File: src/rtl/bram_port_arbiter_pkg.sv
// Shared types for the BRAM port arbiter: FSM state, read-tag format and
// the default RAM read latency.
package bram_arb_pkg;

    // Default RAM read latency, mem_en cycle to valid mem_dout.
    localparam int RD_LAT_DEF = 2;

    // Tag id width sized for the largest supported requester count (8).
    localparam int ID_W = 3;

    // INIT zero-fills the RAM after reset; ARB serves requesters.
    typedef enum logic {
        INIT = 1'b0,
        ARB  = 1'b1
    } state_t;

    // One read-return pipeline stage: valid plus issuing requester id.
    typedef struct packed {
        logic            valid;
        logic [ID_W-1:0] id;
    } tag_t;

endpackage

File: src/rtl/bram_port_arbiter_rr_pick.sv
// Combinational round-robin pick: scans req upward from ptr with wrap and
// returns a one-hot grant, the granted index and the pointer that follows it.
module rr_pick #(
    parameter  int NREQ = 4,
    localparam int PW   = $clog2(NREQ)
) (
    input  logic            en_i,
    input  logic [NREQ-1:0] req_i,
    input  logic [PW-1:0]   ptr_i,
    output logic [NREQ-1:0] gnt_o,
    output logic [PW-1:0]   idx_o,
    output logic [PW-1:0]   next_ptr_o,
    output logic            found_o
);

    logic [PW-1:0] cand;

    // First requester at or above ptr (wrapping) wins; pointer moves past it.
    always_comb begin
        gnt_o      = '0;
        idx_o      = '0;
        next_ptr_o = ptr_i;
        found_o    = 1'b0;
        cand       = '0;
        for (int k = 0; k < NREQ; k++) begin
            cand = PW'((int'(ptr_i) + k) % NREQ);
            if (en_i && !found_o && req_i[cand]) begin
                found_o     = 1'b1;
                idx_o       = cand;
                next_ptr_o  = PW'((int'(cand) + 1) % NREQ);
                gnt_o[cand] = 1'b1;
            end
        end
    end

endmodule

File: src/rtl/bram_port_arbiter.sv
// Shares one BRAM port among NREQ requesters with round-robin arbitration,
// zero-fills the RAM after every reset, and routes read data back to the
// issuing requester through a tag pipeline matched to the RAM read latency.
//
// Handshake: req[i] is a valid held until accepted; gnt[i] (combinational,
// same cycle) is the acceptance. A cycle with req[i] && gnt[i] transfers
// the command; a req still high in the next cycle is a fresh command.
module bram_port_arbiter
    import bram_arb_pkg::*;
#(
    parameter int NREQ   = 4,
    parameter int DW     = 36,
    parameter int AW     = 12,
    parameter int RD_LAT = RD_LAT_DEF
) (
    input  logic             clkA,
    input  logic             rstB,
    input  logic [NREQ-1:0]  req,
    input  logic [NREQ-1:0]  req_we,
    input  logic [NREQ*AW-1:0] req_addr,
    input  logic [NREQ*DW-1:0] req_din,
    output logic [NREQ-1:0]  gnt,
    output logic [NREQ-1:0]  rsp_valid,
    output logic [DW-1:0]    rsp_data,
    output logic             mem_en,
    output logic             mem_we,
    output logic [AW-1:0]    mem_addr,
    output logic [DW-1:0]    mem_din,
    input  logic [DW-1:0]    mem_dout,
    output logic             init_done,
    output state_t           dbg_state_o
);

    localparam int PW = $clog2(NREQ);

    state_t          state_q, state_d;
    logic [AW-1:0]   cnt_q, cnt_d;
    logic [PW-1:0]   ptr_q, ptr_d;
    logic            mem_en_q, mem_en_d;
    logic            mem_we_q, mem_we_d;
    logic [AW-1:0]   mem_addr_q, mem_addr_d;
    logic [DW-1:0]   mem_din_q, mem_din_d;
    logic [ID_W-1:0] id_q, id_d;
    tag_t            tag_q [RD_LAT];

    logic            init_issue;
    logic            arb_en;
    logic [NREQ-1:0] pick_gnt;
    logic [PW-1:0]   pick_idx;
    logic [PW-1:0]   pick_next_ptr;
    logic            pick_found;

    // Zero-fill writes go straight from the counter so the first one lands
    // in the first cycle after reset; reset itself silences the port.
    assign init_issue = (state_q == INIT) && !rstB;
    assign arb_en     = (state_q == ARB)  && !rstB;

    rr_pick #(.NREQ(NREQ)) u_pick (
        .en_i       (arb_en),
        .req_i      (req),
        .ptr_i      (ptr_q),
        .gnt_o      (pick_gnt),
        .idx_o      (pick_idx),
        .next_ptr_o (pick_next_ptr),
        .found_o    (pick_found)
    );

    // Next-state: INIT counts through every address, ARB captures the winner.
    always_comb begin
        state_d    = state_q;
        cnt_d      = cnt_q;
        ptr_d      = ptr_q;
        mem_en_d   = 1'b0;
        mem_we_d   = 1'b0;
        mem_addr_d = mem_addr_q;
        mem_din_d  = mem_din_q;
        id_d       = id_q;
        case (state_q)
            INIT: begin
                cnt_d = cnt_q + 1'b1;
                if (cnt_q == '1) begin
                    state_d = ARB;
                end
            end
            ARB: begin
                if (pick_found) begin
                    ptr_d      = pick_next_ptr;
                    mem_en_d   = 1'b1;
                    mem_we_d   = req_we[pick_idx];
                    mem_addr_d = req_addr[int'(pick_idx)*AW +: AW];
                    mem_din_d  = req_din[int'(pick_idx)*DW +: DW];
                    id_d       = ID_W'(pick_idx);
                end
            end
            default: state_d = INIT;
        endcase
    end

    // State, pointer, init counter and registered RAM command.
    always_ff @(posedge clkA) begin
        if (rstB) begin
            state_q    <= INIT;
            cnt_q      <= '0;
            ptr_q      <= '0;
            mem_en_q   <= 1'b0;
            mem_we_q   <= 1'b0;
            mem_addr_q <= '0;
            mem_din_q  <= '0;
            id_q       <= '0;
        end else begin
            state_q    <= state_d;
            cnt_q      <= cnt_d;
            ptr_q      <= ptr_d;
            mem_en_q   <= mem_en_d;
            mem_we_q   <= mem_we_d;
            mem_addr_q <= mem_addr_d;
            mem_din_q  <= mem_din_d;
            id_q       <= id_d;
        end
    end

    // Read tags ride alongside the RAM pipeline; reset drops in-flight reads.
    always_ff @(posedge clkA) begin
        if (rstB) begin
            for (int k = 0; k < RD_LAT; k++) begin
                tag_q[k] <= '0;
            end
        end else begin
            tag_q[0] <= '{valid: mem_en_q && !mem_we_q, id: id_q};
            for (int k = 1; k < RD_LAT; k++) begin
                tag_q[k] <= tag_q[k-1];
            end
        end
    end

    // Decode the exiting tag into the one-hot response strobe.
    always_comb begin
        rsp_valid = '0;
        for (int i = 0; i < NREQ; i++) begin
            rsp_valid[i] = tag_q[RD_LAT-1].valid && (tag_q[RD_LAT-1].id == ID_W'(i));
        end
    end

    assign gnt         = pick_gnt;
    assign mem_en      = init_issue ? 1'b1  : mem_en_q;
    assign mem_we      = init_issue ? 1'b1  : mem_we_q;
    assign mem_addr    = init_issue ? cnt_q : mem_addr_q;
    assign mem_din     = init_issue ? '0    : mem_din_q;
    assign rsp_data    = mem_dout;
    assign init_done   = (state_q == ARB);
    assign dbg_state_o = state_q;

endmodule

File: config.mk
export PLATFORM = sky130hd
export DESIGN_NAME = bram_port_arbiter
export DESIGN_NICKNAME = d
export VERILOG_FILES = /design/src/rtl/bram_port_arbiter_pkg.sv /design/src/rtl/bram_port_arbiter_rr_pick.sv /design/src/rtl/bram_port_arbiter.sv
export SDC_FILE = /design/constraint.sdc
export NUM_CORES = 1
export LEC_CHECK = 0
export BUFFER_PORTS_ARGS = -buffer_cell sky130_fd_sc_hd__buf_2
export CORE_AREA = 2 2 131 133
export CTS_CLUSTER_SIZE = 14
export DETAILED_ROUTE_END_ITERATION = 10
export DIE_AREA = 0 0 133 135
export PLACE_DENSITY = 0.65
export SETUP_SLACK_MARGIN = 0.15
export SLEW_MARGIN = 20
export SYNTH_ARGS = -nofsm -noshare
export SYNTH_HDL_FRONTEND = slang
export SYNTH_SLANG_ARGS = --single-unit
File: constraint.sdc
create_clock -name clkA -period 3.45 [get_ports clkA]
set_input_delay 0.69 -clock clkA [delete_from_list [all_inputs] [get_ports clkA]]
set_output_delay 0.69 -clock clkA [all_outputs]
set_load 0.02 [all_outputs]
==> summary.md <==
| Metric | Value |
|---|---|
| Status | finished, final reports clean |
| Comb pwr share | 10.9% |
| Setup total negative slack | 0 ns |
| Distinct cells, synth | 42 |
| Top_reg_cell synth | dfxtp_1 |
| Slew HR | 58.2% |
| HPWL after DPL | between 10,000 and 15,000 um |
| Final Core Density | about 40% |
| Iter 0 DRT Violations | 164 |
| Sequential area share after synthesis | 30.3% |
| Slew of the pin with the lowest slew margin | 0.628 ns |
| Worst setup SP type | flip-flop |
| Pre-antenna DRT Iters | 4 |
| Hold_ws | 0.430 ns |
| Register area | 1460 um^2 |
| Final Hold Fails | 0 |
| Crit-path cells | inv_1 -> ha_4 -> mux4_2 -> and3_1 -> a221o_1 -> buf_2 |
| CP peak stage delay | between 0.5 and 0.6 ns |
| Mean Syn Cell Area | approximately 9.1 um^2 |
| Mapped Cells | 528 |
| First-pass GRT wire length | 22,800 um |
| Synthesized area | 4820 um^2 |
| Pin count of the biggest net entering global routing | 55 |
| Clk network pwr share | 48.4% |
| Max Fclk | around 320 MHz |
| Max-slew violations | 0 |
| Vias in the first global route | 4,560 |
| Initial core utilization | 29.4% |
| Fin Clk Skew | 0.00558 ns |
| Post-CTS Setup Bufs | 0 |
| Critical-path top delay cell | mux4_2 |
| Clock buffers created by TritonCTS | 9 |
| Arrival time worst endpoint | 2.46 ns |
| Sequential power share | 40.7% |
| Pwr/cell area | around 330 nW/um^2 |
| Via count | 4,617 |
| Tmin final | 3.15 ns |
| Fill cells | ~1,700 |
| Clk Latency, worst-skew pair | 0.34 ns |
| Critical Path Sink Type | output pin |
| Multi-input logic area | 2860 um^2 |
| Maximum vdd drop | between 0.0002 and 0.00025 V |
| Async SR Flop Fraction | 0% |
| Die height | 135 um |
| CORE AREA | 16,400 um^2 |
| # rows | 47 |
| Final wirelength | 14,900 um |
| Hold Crit Class | reg2reg |
| Worst-path maximum fanout | 10 |
| Reg2Reg Depth | 9 |
| Post-route cell area | 6380 um^2 |
| Seq cells post-synth | 73 |
| Die Wd | approximately 130 um |
| Reg clk slew, reported paths | 0.06 ns |
| Share of cells above drive strength 1 | 42.9% |
| Post-synth EDFFs | 0 |
| RSZ-0062 raised after global routing | no |
| Max-Cap Viols | 0 |
| I/O Buffers | 261 |
| LEAKAGE | 3.56 nW |
| Tcrit/Tclk final | around nine tenths |
| GRT overflow | 0 |
| Critical path depth | 6 |
| GRT Total Usage | 16.3% |
| Finish-stage setup viols | 0 |
| Die ar. | around 18,000 um^2 |
| H-tree depth | 3 |
| Hold Path Cell Cnt | 2 |
| Final #Nets | 977 |
| DRC violations left | 0 |
| Routed len/inst | ~16 um |
| Crit-path leading delay family | multiplexers |
| Internal power | 0.00161 W |
| Initial antenna violation count | 0 |
| Placed instance area | 6040 um^2 |
| TritonCTS clock tree | built |
| Clock buffer depth | 2 |
| Net Sw Power | 0.000480 W |
| GPL Wtd Cong | 0.814 |
| Worst path bufs/invs | 2 |
| # IOs | 334 |
| Critical path class | reg2out |
| Critical path required time | between 2 and 3 ns |
| Ant. Diodes | 0 |
| Sw frac | between 20 and 25% |
| Synth warnings | 0 |
| Layout area overhead | 32.3% |
| Vias per inst | 4.81 |
| CTS Root Cell | clkbuf_16 |
| Clock sink total | between 70 and 80 |
| Synth Net Count | 771 |
| Routed Antenna Nets | 0 |
-- flip-flops by register name (all words and copies together), names as in the netlist --
register	count
cnt_q	12
dbg_state_o	1
id_q	2
mem_addr_q	12
mem_din_q	36
mem_en_q	1
mem_we_q	1
ptr_q	2
tag_q	6
-- tightest hold or removal path, delay by kind of cell, from the launching register on --
family,cells,cell delay [ns]
buf+inv,1,0.04
flops,1,0.31
simple gates,1,0.05
-- timing repair --
| item | 4_1_cts | 5_1_grt |
|---|---|---|
| hold buffers | 0 | 0 |
| resized for setup | 1 | 2 |
| setup endpoints to repair | 4 | 4 |
-- logic make-up (layout without fill, tap and decap cells) --
group | count (synthesis) | after routing | share of synthesized area, %
AO/OA/AOI/OAI | 80 | 80 | 13.3
AND/OR/NAND/NOR | 157 | 157 | 16.2
adder cells (fa/ha/maj) | 5 | 5 | 1.30
multiplexers | 117 | 117 | 25.7
buffers and inverters | 84 | 295 | 10.9
XOR/XNOR | 12 | 12 | 2.18
flip-flops | 73 | 73 | 30.3
-- worst paths after layout --
kind                                       startpoint                         end  slack, ns
worst max-delay path            ptr_q[1]$_SDFFE_PP0P_                      gnt[3]       0.30
worst min-delay path             id_q[0]$_SDFFE_PP0P_      tag_q[0][0]$_SDFF_PP0_       0.43
worst max register to register  ptr_q[1]$_SDFFE_PP0P_  mem_addr_q[5]$_SDFFE_PP0P_       0.64
worst min register to register   id_q[0]$_SDFFE_PP0P_      tag_q[0][0]$_SDFF_PP0_       0.43
-- cells in the final DEF (no fill, tap or decap), types with 3 or more instances in the layout --
cell       count
a21oi_1        8
buf_2        261
o221ai_1      46
o21ai_0        6
and2_1         3
mux4_2         4
nand3_1        5
and3_1         4
nand2_1       59
a221o_1        4
nor2b_1       42
mux2_2        14
buf_4          9
nand3b_1       5
inv_1          6
dfxtp_1       72
clkbuf_16      9
mux2i_1       99
a211oi_1       5
nor2_1        24
xnor2_1        5
buf_12         3
xor2_1         7
ha_1           4
-- through the flow --
stage          setup WS, ns  total power (W)  cells
6_report              0.305          0.00209    959
5_1_grt               0.205          0.00218    959
4_1_cts               0.172          0.00212    959
3_5_place_dp          0.388          0.00110    943
3_3_place_gp          0.461          0.00110    943
2_1_floorplan         0.379          0.00101    528
-- Yosys cell counts (7+ instances only) --
cell / count / area share (%)
clkbuf_1: 21 / 1.6
nor2b_1: 42 / 5.5
nand2_1: 60 / 4.7
a21oi_1: 8 / 0.83
dfxtp_1: 73 / 30
nor2_1: 26 / 2.0
buf_2: 7 / 0.73
mux2i_1: 99 / 21
xor2_1: 7 / 1.3
buf_4: 44 / 6.9
o221ai_1: 46 / 8.4
mux2_2: 14 / 3.3
-- per-layer routing --
metal	routed length, um	up-vias	share of wire [%]	global-route usage [%]
li1	-	2278	-	-
met1	6130	2112	41	19.1
met2	7280	198	49	28.1
met3	1110	29	7.4	4.69
met4	354	0	2.4	6.39
met5	0	-	0	0
-- power by group through the flow --
| stage | registers (W) | clock network (W) | logic [W] |
|---|---|---|---|
| after floorplan | 0.000867 | 0 | 0.000144 |
| after global routing | 0.000849 | 0.00108 | 0.000251 |
| after detailed placement | 0.000868 | 0 | 0.000229 |
| final | 0.000849 | 0.00101 | 0.000228 |
| after global placement | 0.000868 | 0 | 0.000228 |
| after CTS | 0.000849 | 0.00104 | 0.000230 |
-- cell type report --
cell class                 instances  share of cell area (%)
timing repair buffer             273                    22.5
clock inverter                     6                    1.41
tap                              220                    4.32
clock buffer                      10                    3.59
inverter                           6                   0.353
multi-input combinational        371                    44.9
sequential                        73                    22.9
No activity file was read; power rests on OpenSTA's default activity.
